File: src/rtl/seq_detect_param.sv
// -----------------------------------------------------------------------------
// seq_detect_param
//
// Serial pattern detector with a runtime-loadable PAT_W-bit pattern. Each
// qualified bit (data_valid=1) is appended to a history window. When the last
// PAT_W valid bits equal the pattern, a registered one-cycle flag is raised and
// a saturating match counter is advanced. Matching may be overlapping or
// non-overlapping (overlap_en, sampled only on the matching edge).
//
// Optional feature (compile-time macro SEQ_DETECT_MASK_EN):
//   adds input pat_mask_in and a mask register loaded with the pattern; only
//   bits whose mask bit is 1 take part in the compare. The mask resets to all
//   ones. Without the macro every pattern bit is compared.
//
// Parameters:
//   PAT_W    pattern length in bits (2..32)
//   PAT_INIT pattern loaded at reset, MSB is the first bit received
//   CNT_W    match counter width (1..32)
//
// Ports:
//   clk          clock, all logic on the rising edge
//   rst          synchronous active-high reset
//   data_in      serial data bit
//   data_valid   data_in is sampled only when high
//   overlap_en   1 = overlapping matches, 0 = non-overlapping
//   pat_load     load pat_in (and pat_mask_in) as the new pattern
//   pat_in       new pattern, MSB is the first bit received
//   pat_mask_in  new compare mask (SEQ_DETECT_MASK_EN only)
//   cnt_clr      clear match_cnt (wins over a simultaneous match)
//   flag_out     registered one-cycle match pulse
//   match_cnt    saturating match count
// -----------------------------------------------------------------------------
module seq_detect_param #(
    parameter int               PAT_W    = 4,
    parameter logic [PAT_W-1:0] PAT_INIT = 4'b1101,
    parameter int               CNT_W    = 8
) (
    input  logic             clk,
    input  logic             rst,
    input  logic             data_in,
    input  logic             data_valid,
    input  logic             overlap_en,
    input  logic             pat_load,
    input  logic [PAT_W-1:0] pat_in,
`ifdef SEQ_DETECT_MASK_EN
    input  logic [PAT_W-1:0] pat_mask_in,
`endif
    input  logic             cnt_clr,
    output logic             flag_out,
    output logic [CNT_W-1:0] match_cnt
);

    // Fill counter only needs to reach PAT_W-1; PAT_W >= 2 keeps this >= 1 bit.
    localparam int                FILL_W    = $clog2(PAT_W);
    localparam logic [FILL_W-1:0] FILL_FULL = FILL_W'(PAT_W - 1);
    localparam logic [CNT_W-1:0]  CNT_MAX   = {CNT_W{1'b1}};

    logic [PAT_W-1:0]  pat_reg,  pat_next;
    logic [PAT_W-2:0]  hist_reg, hist_next;
    logic [FILL_W-1:0] fill_reg, fill_next;
    logic [CNT_W-1:0]  cnt_next;
    logic              match_next;

    logic [PAT_W-1:0]  window;
    logic [PAT_W-1:0]  mask_eff;
    logic [PAT_W-1:0]  diff_bits;

`ifdef SEQ_DETECT_MASK_EN
    logic [PAT_W-1:0]  mask_reg, mask_next;
    assign mask_eff = mask_reg;
`else
    assign mask_eff = {PAT_W{1'b1}};
`endif

    // Oldest valid bit sits at the MSB, matching the pattern's bit order.
    assign window = {hist_reg, data_in};

    // Per-bit disagreement, with don't-care positions forced to agree.
    generate
        for (genvar gi = 0; gi < PAT_W; gi++) begin : g_cmp
            assign diff_bits[gi] = (window[gi] ^ pat_reg[gi]) & mask_eff[gi];
        end
    endgenerate

    always_comb begin
        pat_next   = pat_reg;
        hist_next  = hist_reg;
        fill_next  = fill_reg;
        match_next = 1'b0;
        cnt_next   = match_cnt;
`ifdef SEQ_DETECT_MASK_EN
        mask_next  = mask_reg;
`endif

        if (pat_load) begin
            // A bit presented alongside a load is dropped; history must refill.
            pat_next  = pat_in;
            fill_next = '0;
`ifdef SEQ_DETECT_MASK_EN
            mask_next = pat_mask_in;
`endif
        end else if (data_valid) begin
            match_next = (fill_reg == FILL_FULL) && (diff_bits == '0);
            hist_next  = window[PAT_W-2:0];
            if (match_next) begin
                // Overlapping keeps history "full" so the suffix can match again.
                fill_next = overlap_en ? FILL_FULL : '0;
            end else if (fill_reg != FILL_FULL) begin
                fill_next = fill_reg + FILL_W'(1);
            end
        end

        if (cnt_clr) begin
            cnt_next = '0;
        end else if (match_next && (match_cnt != CNT_MAX)) begin
            cnt_next = match_cnt + CNT_W'(1);
        end
    end

    always_ff @(posedge clk) begin
        if (rst) begin
            pat_reg   <= PAT_INIT;
            hist_reg  <= '0;
            fill_reg  <= '0;
            flag_out  <= 1'b0;
            match_cnt <= '0;
`ifdef SEQ_DETECT_MASK_EN
            mask_reg  <= {PAT_W{1'b1}};
`endif
        end else begin
            pat_reg   <= pat_next;
            hist_reg  <= hist_next;
            fill_reg  <= fill_next;
            flag_out  <= match_next;
            match_cnt <= cnt_next;
`ifdef SEQ_DETECT_MASK_EN
            mask_reg  <= mask_next;
`endif
        end
    end

endmodule

File: config.mk
export PLATFORM = sky130hd
export DESIGN_NAME = seq_detect_param
export DESIGN_NICKNAME = d
export VERILOG_FILES = /design/src/rtl/seq_detect_param.sv
export SDC_FILE = /design/constraint.sdc
export NUM_CORES = 1
export LEC_CHECK = 0
export ABC_AREA = 1
export BUFFER_PORTS_ARGS = -buffer_cell sky130_fd_sc_hd__buf_2
export CORE_MARGIN = 4
export CORE_UTILIZATION = 47
export CTS_CLUSTER_SIZE = 28
export DETAILED_ROUTE_END_ITERATION = 10
export PLACE_DENSITY = 0.72
export SLEW_MARGIN = 20
export SYNTH_ARGS = -nofsm -noshare
export SYNTH_HDL_FRONTEND = slang
export SYNTH_SLANG_ARGS = --single-unit
File: constraint.sdc
create_clock -name clk -period 1.3 [get_ports clk]
set_input_delay 0.065 -clock clk [delete_from_list [all_inputs] [get_ports clk]]
set_output_delay 0.065 -clock clk [all_outputs]
set_load 0.1 [all_outputs]
==> reports/qor.txt <==
SYNTH
--------------------------------------------------------------------------------------------------------
Net Count, Synth                                                                                     153
Simple logic cell fraction of the synthesized area                                                 0.330
Average cell area after synthesis                                                               6.80 µm²
Cell Area, Synth                                                                                 952 µm²
Number of synthesized register bits                                                                   18
Parity-gate share of the synthesized area counting xor and xnor cells                             0.0276
Count of distinct cell types in the synthesized netlist                                               19
Dominant combinational cell family by area after synthesis                                  simple AND/OR/NAND/NOR gates
Post-Synth Adder-Cell Area                                                                        0.0263
Compound-cell area share of the yosys netlist                                                      0.137
Share of cell area taken by muxes after synthesis                                                      0
Portion of the post-synthesis area used by sequential elements                                     0.378
Post-Synthesis Cells                                                                                 140
Warning count from the yosys run                                                                       0

CTS
--------------------------------------------------------------------------------------------------------
Insertion delay of the later-clocked pin in the worst-skew pair                                   290 ps
Post-CTS clock slew at the launch and capture registers of the worst setup and hold paths         100 ps
Num CTS Buffers                                                                                        3
Clock tree sinks                                                                                      18
CTS tree                                                                                             yes
Clock tree root buffer cell                                                                     clkbuf_4
Number of buffers on the longest clock path                                                            2
Maximum level of the CTS H-tree                                                                        1

ROUTING
--------------------------------------------------------------------------------------------------------
Total number of vias                                                                                1000
Routed wire length per instance                                                                  11.1 µm
1st-pass router iterations                                                                             4
First DRT Iteration DRCs                                                                              18
Final WL                                                                                         2180 µm
Count of antenna-violating nets left after detailed routing                                            0
Number of remaining DRC errors                                                                         0
Detail-routed via count per cell                                                                    5.10

PLACED DESIGN
--------------------------------------------------------------------------------------------------------
Post-detailed-placement half-perimeter wirelength                                                1620 µm
Placed instance area                                                                            1150 µm²
Number of I/O port buffers                                                                            19
Weighted congestion at the end of routability-driven global placement                              0.803

FLOORPLANNING
--------------------------------------------------------------------------------------------------------
Rows                                                                                                  16
Total Die Area                                                                                  2810 µm²
Chip Height                                                                                      53.0 µm
Starting density of the core                                                                       0.490
Horizontal die dimension                                                                         53.0 µm
Number of top-level pins                                                                              20
Area inside the core boundary                                                                   1940 µm²

POWER
--------------------------------------------------------------------------------------------------------
Part of the total power dissipated in the clock network                                            0.295
Part of the power in combinational logic                                                           0.124
P_leak                                                                                          0.559 nW
Switching part of the total power                                                                  0.254
Power per cell area                                                                           782 nW/µm²
Sequential power share                                                                             0.581
Largest vdd supply drop                                                                       0.000541 V
Net switching power                                                                           0.000249 W
Total power draw                                                                              0.000980 W
Cell internal pwr                                                                             0.000731 W

SETUP PATH
--------------------------------------------------------------------------------------------------------
Setup slack of the worst register-to-register path                                                -10 ps
Req. time, crit path                                                                             1530 ps
Startpoint of the most critical setup path                                                  pat_reg[0]$_SDFFE_PP1P_
Capture instance of the worst register-to-register path                                     match_cnt[1]$_SDFFE_PP0P_
Destination of the critical timing path                                                     match_cnt[1]$_SDFFE_PP0P_
Critical path data arrival time                                                                  1540 ps
CP max FO                                                                                              7
Worst setup path class                                                                      flip-flop to flip-flop
Startpoint type of the worst setup path                                                        flip-flop
Reg-to-reg startpoint                                                                       pat_reg[0]$_SDFFE_PP1P_
Type of element capturing the critical path                                                    flip-flop
Depth of the worst register-to-register path                                                          10

GLOBAL ROUTE
--------------------------------------------------------------------------------------------------------
Pin count of the biggest net entering global routing                                                  17
Met3 track demand over resource                                                                   0.0366
First-pass GRT wire length                                                                       3680 µm
Via count of the first global-routing pass                                                           905
Met2 usage                                                                                         0.331
Met1 Track Usage GR                                                                                0.185
Number of antenna violations at the first check in global routing                                      0
Total global-route track usage                                                                     0.181
Layer carrying the most global-route usage                                                          met2
GRT overflow                                                                                           0

LAYOUT
--------------------------------------------------------------------------------------------------------
Antenna diode count                                                                                    0
Most common cell after layout, fill and taps aside                                               nand2_1
Relative area change from synthesis to final layout                                                31.7%
Count of fill cells added during filler insertion                                                    181
Area of all sequential standard cells                                                            394 µm²
Design Area, Final                                                                              1250 µm²
Flip-flop count of the largest register after layout                                                   8
Multi-input gate area in the final layout                                                        556 µm²
Fraction of layout cells with a size suffix above 1                                                0.373
Most used cells in the layout excluding fill and tap cells                                  nand2_1, buf_2, nor2_1, inv_1, a21oi_1
Final layout net count                                                                               183

WORST HOLD PATH
--------------------------------------------------------------------------------------------------------
Class of the most critical hold timing path                                                 input port to flip-flop
Worst hold start                                                                                 cnt_clr

TIMING
--------------------------------------------------------------------------------------------------------
Final min period                                                                                 1310 ps
RSZ-0062 raised after global routing                                                                 yes
Final hold vios                                                                                        0
Setup violation total in the final timing report                                                       5
Actual transition at the worst max-transition pin                                                 487 ps
Final clock period utilization by the worst path                                                    1.01
Final critical-path setup slack                                                                 -11.3 ps
Slew HR                                                                                            0.678
Max-slew violations                                                                                    0
Clock skew                                                                                       2.60 ps
Highest clock frequency the design can meet                                                    0.763 GHz

STATUS
--------------------------------------------------------------------------------------------------------
Result of the run                                                                           finished with violations
Violations in the final reports                                                             negative setup slack

RUN
--------------------------------------------------------------------------------------------------------
Number of violations of the max-capacitance limit                                                      0

==> final cells by class <==
cell class                 instances  share of cell area
multi-input combinational        100               0.443
sequential                        18               0.314
timing repair buffer              28               0.138
inverter                          19              0.0569
tap                               27              0.0269
clock buffer                       4              0.0210
==> kinds of logic (layout without fill, tap and decap cells) <==
| kind of cell | count (synthesis) | count (layout) |
|---|---|---|
| flops | 18 | 18 |
| simple gates | 68 | 69 |
| buf+inv | 23 | 51 |
| xor+xnor | 3 | 3 |
| fa+ha+maj | 2 | 2 |
| compound gates | 26 | 26 |
==> synthesized netlist by cell type <==
master,number,area [µm²]
nand3_1,2,10.0
a21oi_1,14,70.1
dfxtp_1,18,360
inv_1,17,63.8
buf_6,1,11.3
nand2_2,1,6.26
nand4_1,8,50.1
nand3_2,2,20.0
nor2_2,4,25.0
o21ai_0,12,60.1
ha_1,2,25.0
clkbuf_1,1,3.75
inv_2,2,7.51
nor2_4,1,11.3
nand3b_1,1,7.51
nand2_1,33,124
xor2_1,3,26.3
nor2_1,16,60.1
buf_2,2,10.0
==> worst min-delay path by stage <==
stage                     cells after the start                         to
after floorplan                               2    pat_reg[3]$_SDFFE_PP1P_
after global placement                        3    pat_reg[3]$_SDFFE_PP1P_
after detailed placement                      3    pat_reg[2]$_SDFFE_PP1P_
after CTS                                     4  match_cnt[0]$_SDFFE_PP0P_
after global routing                          4  match_cnt[1]$_SDFFE_PP0P_
final                                         4  match_cnt[1]$_SDFFE_PP0P_
==> routing by layer <==
metal	vias up	part of all wire
met5	-	0
met4	0	0.022
met3	6	0.038
met2	21	0.52
met1	461	0.42
li1	512	-
==> repair_timing <==
| action | 4_1_cts | 5_1_grt |
|---|---|---|
| setup endpoints to repair | 11 | 11 |
| buffers inserted | 0 | 1 |
| gates cloned | 1 | 0 |
| gates resized for setup | 12 | 3 |
| pin swaps | 4 | 5 |
| endpoints found under the hold margin | 4 | 0 |
| hold buffers | 4 | 0 |
==> power by group through the flow <==
| stage | combinational (W) | sequential [W] | clock, W |
|---|---|---|---|
| after floorplan | 0.0000701 | 0.000576 | 0 |
| after global placement | 0.000100 | 0.000578 | 0 |
| after detailed placement | 0.000104 | 0.000578 | 0 |
| after CTS | 0.000115 | 0.000569 | 0.000304 |
| after global routing | 0.000138 | 0.000572 | 0.000337 |
| final | 0.000121 | 0.000570 | 0.000289 |
==> stage by stage <==
stage / instances / setup slack [ps] / setup TNS [ps] / hold slack, ps / util
floorplan: 140 / -123 / -859 / 187 / -
global placement: 186 / -42.1 / -281 / 278 / 0.593
detailed placement: 186 / -91.2 / -765 / 290 / 0.593
CTS: 195 / -3.04 / -3.48 / 15.0 / 0.637
global route: 196 / -114 / -1110 / 25.3 / 0.646
finish: 196 / -11.3 / -20.0 / 15.5 / 0.646
==> worst max-delay path: stages, from the launching register on <==
cell and delay [ps]:
dfxtp_2 340, inv_2 30, nand2_1 60, nand2_2 50, nor2_2 120, nand2_2 110
nor2_4 180, nand3_4 140, inv_2 80, nor2_1 40, nor2_1 90
Power figures use the tool's default switching activity.
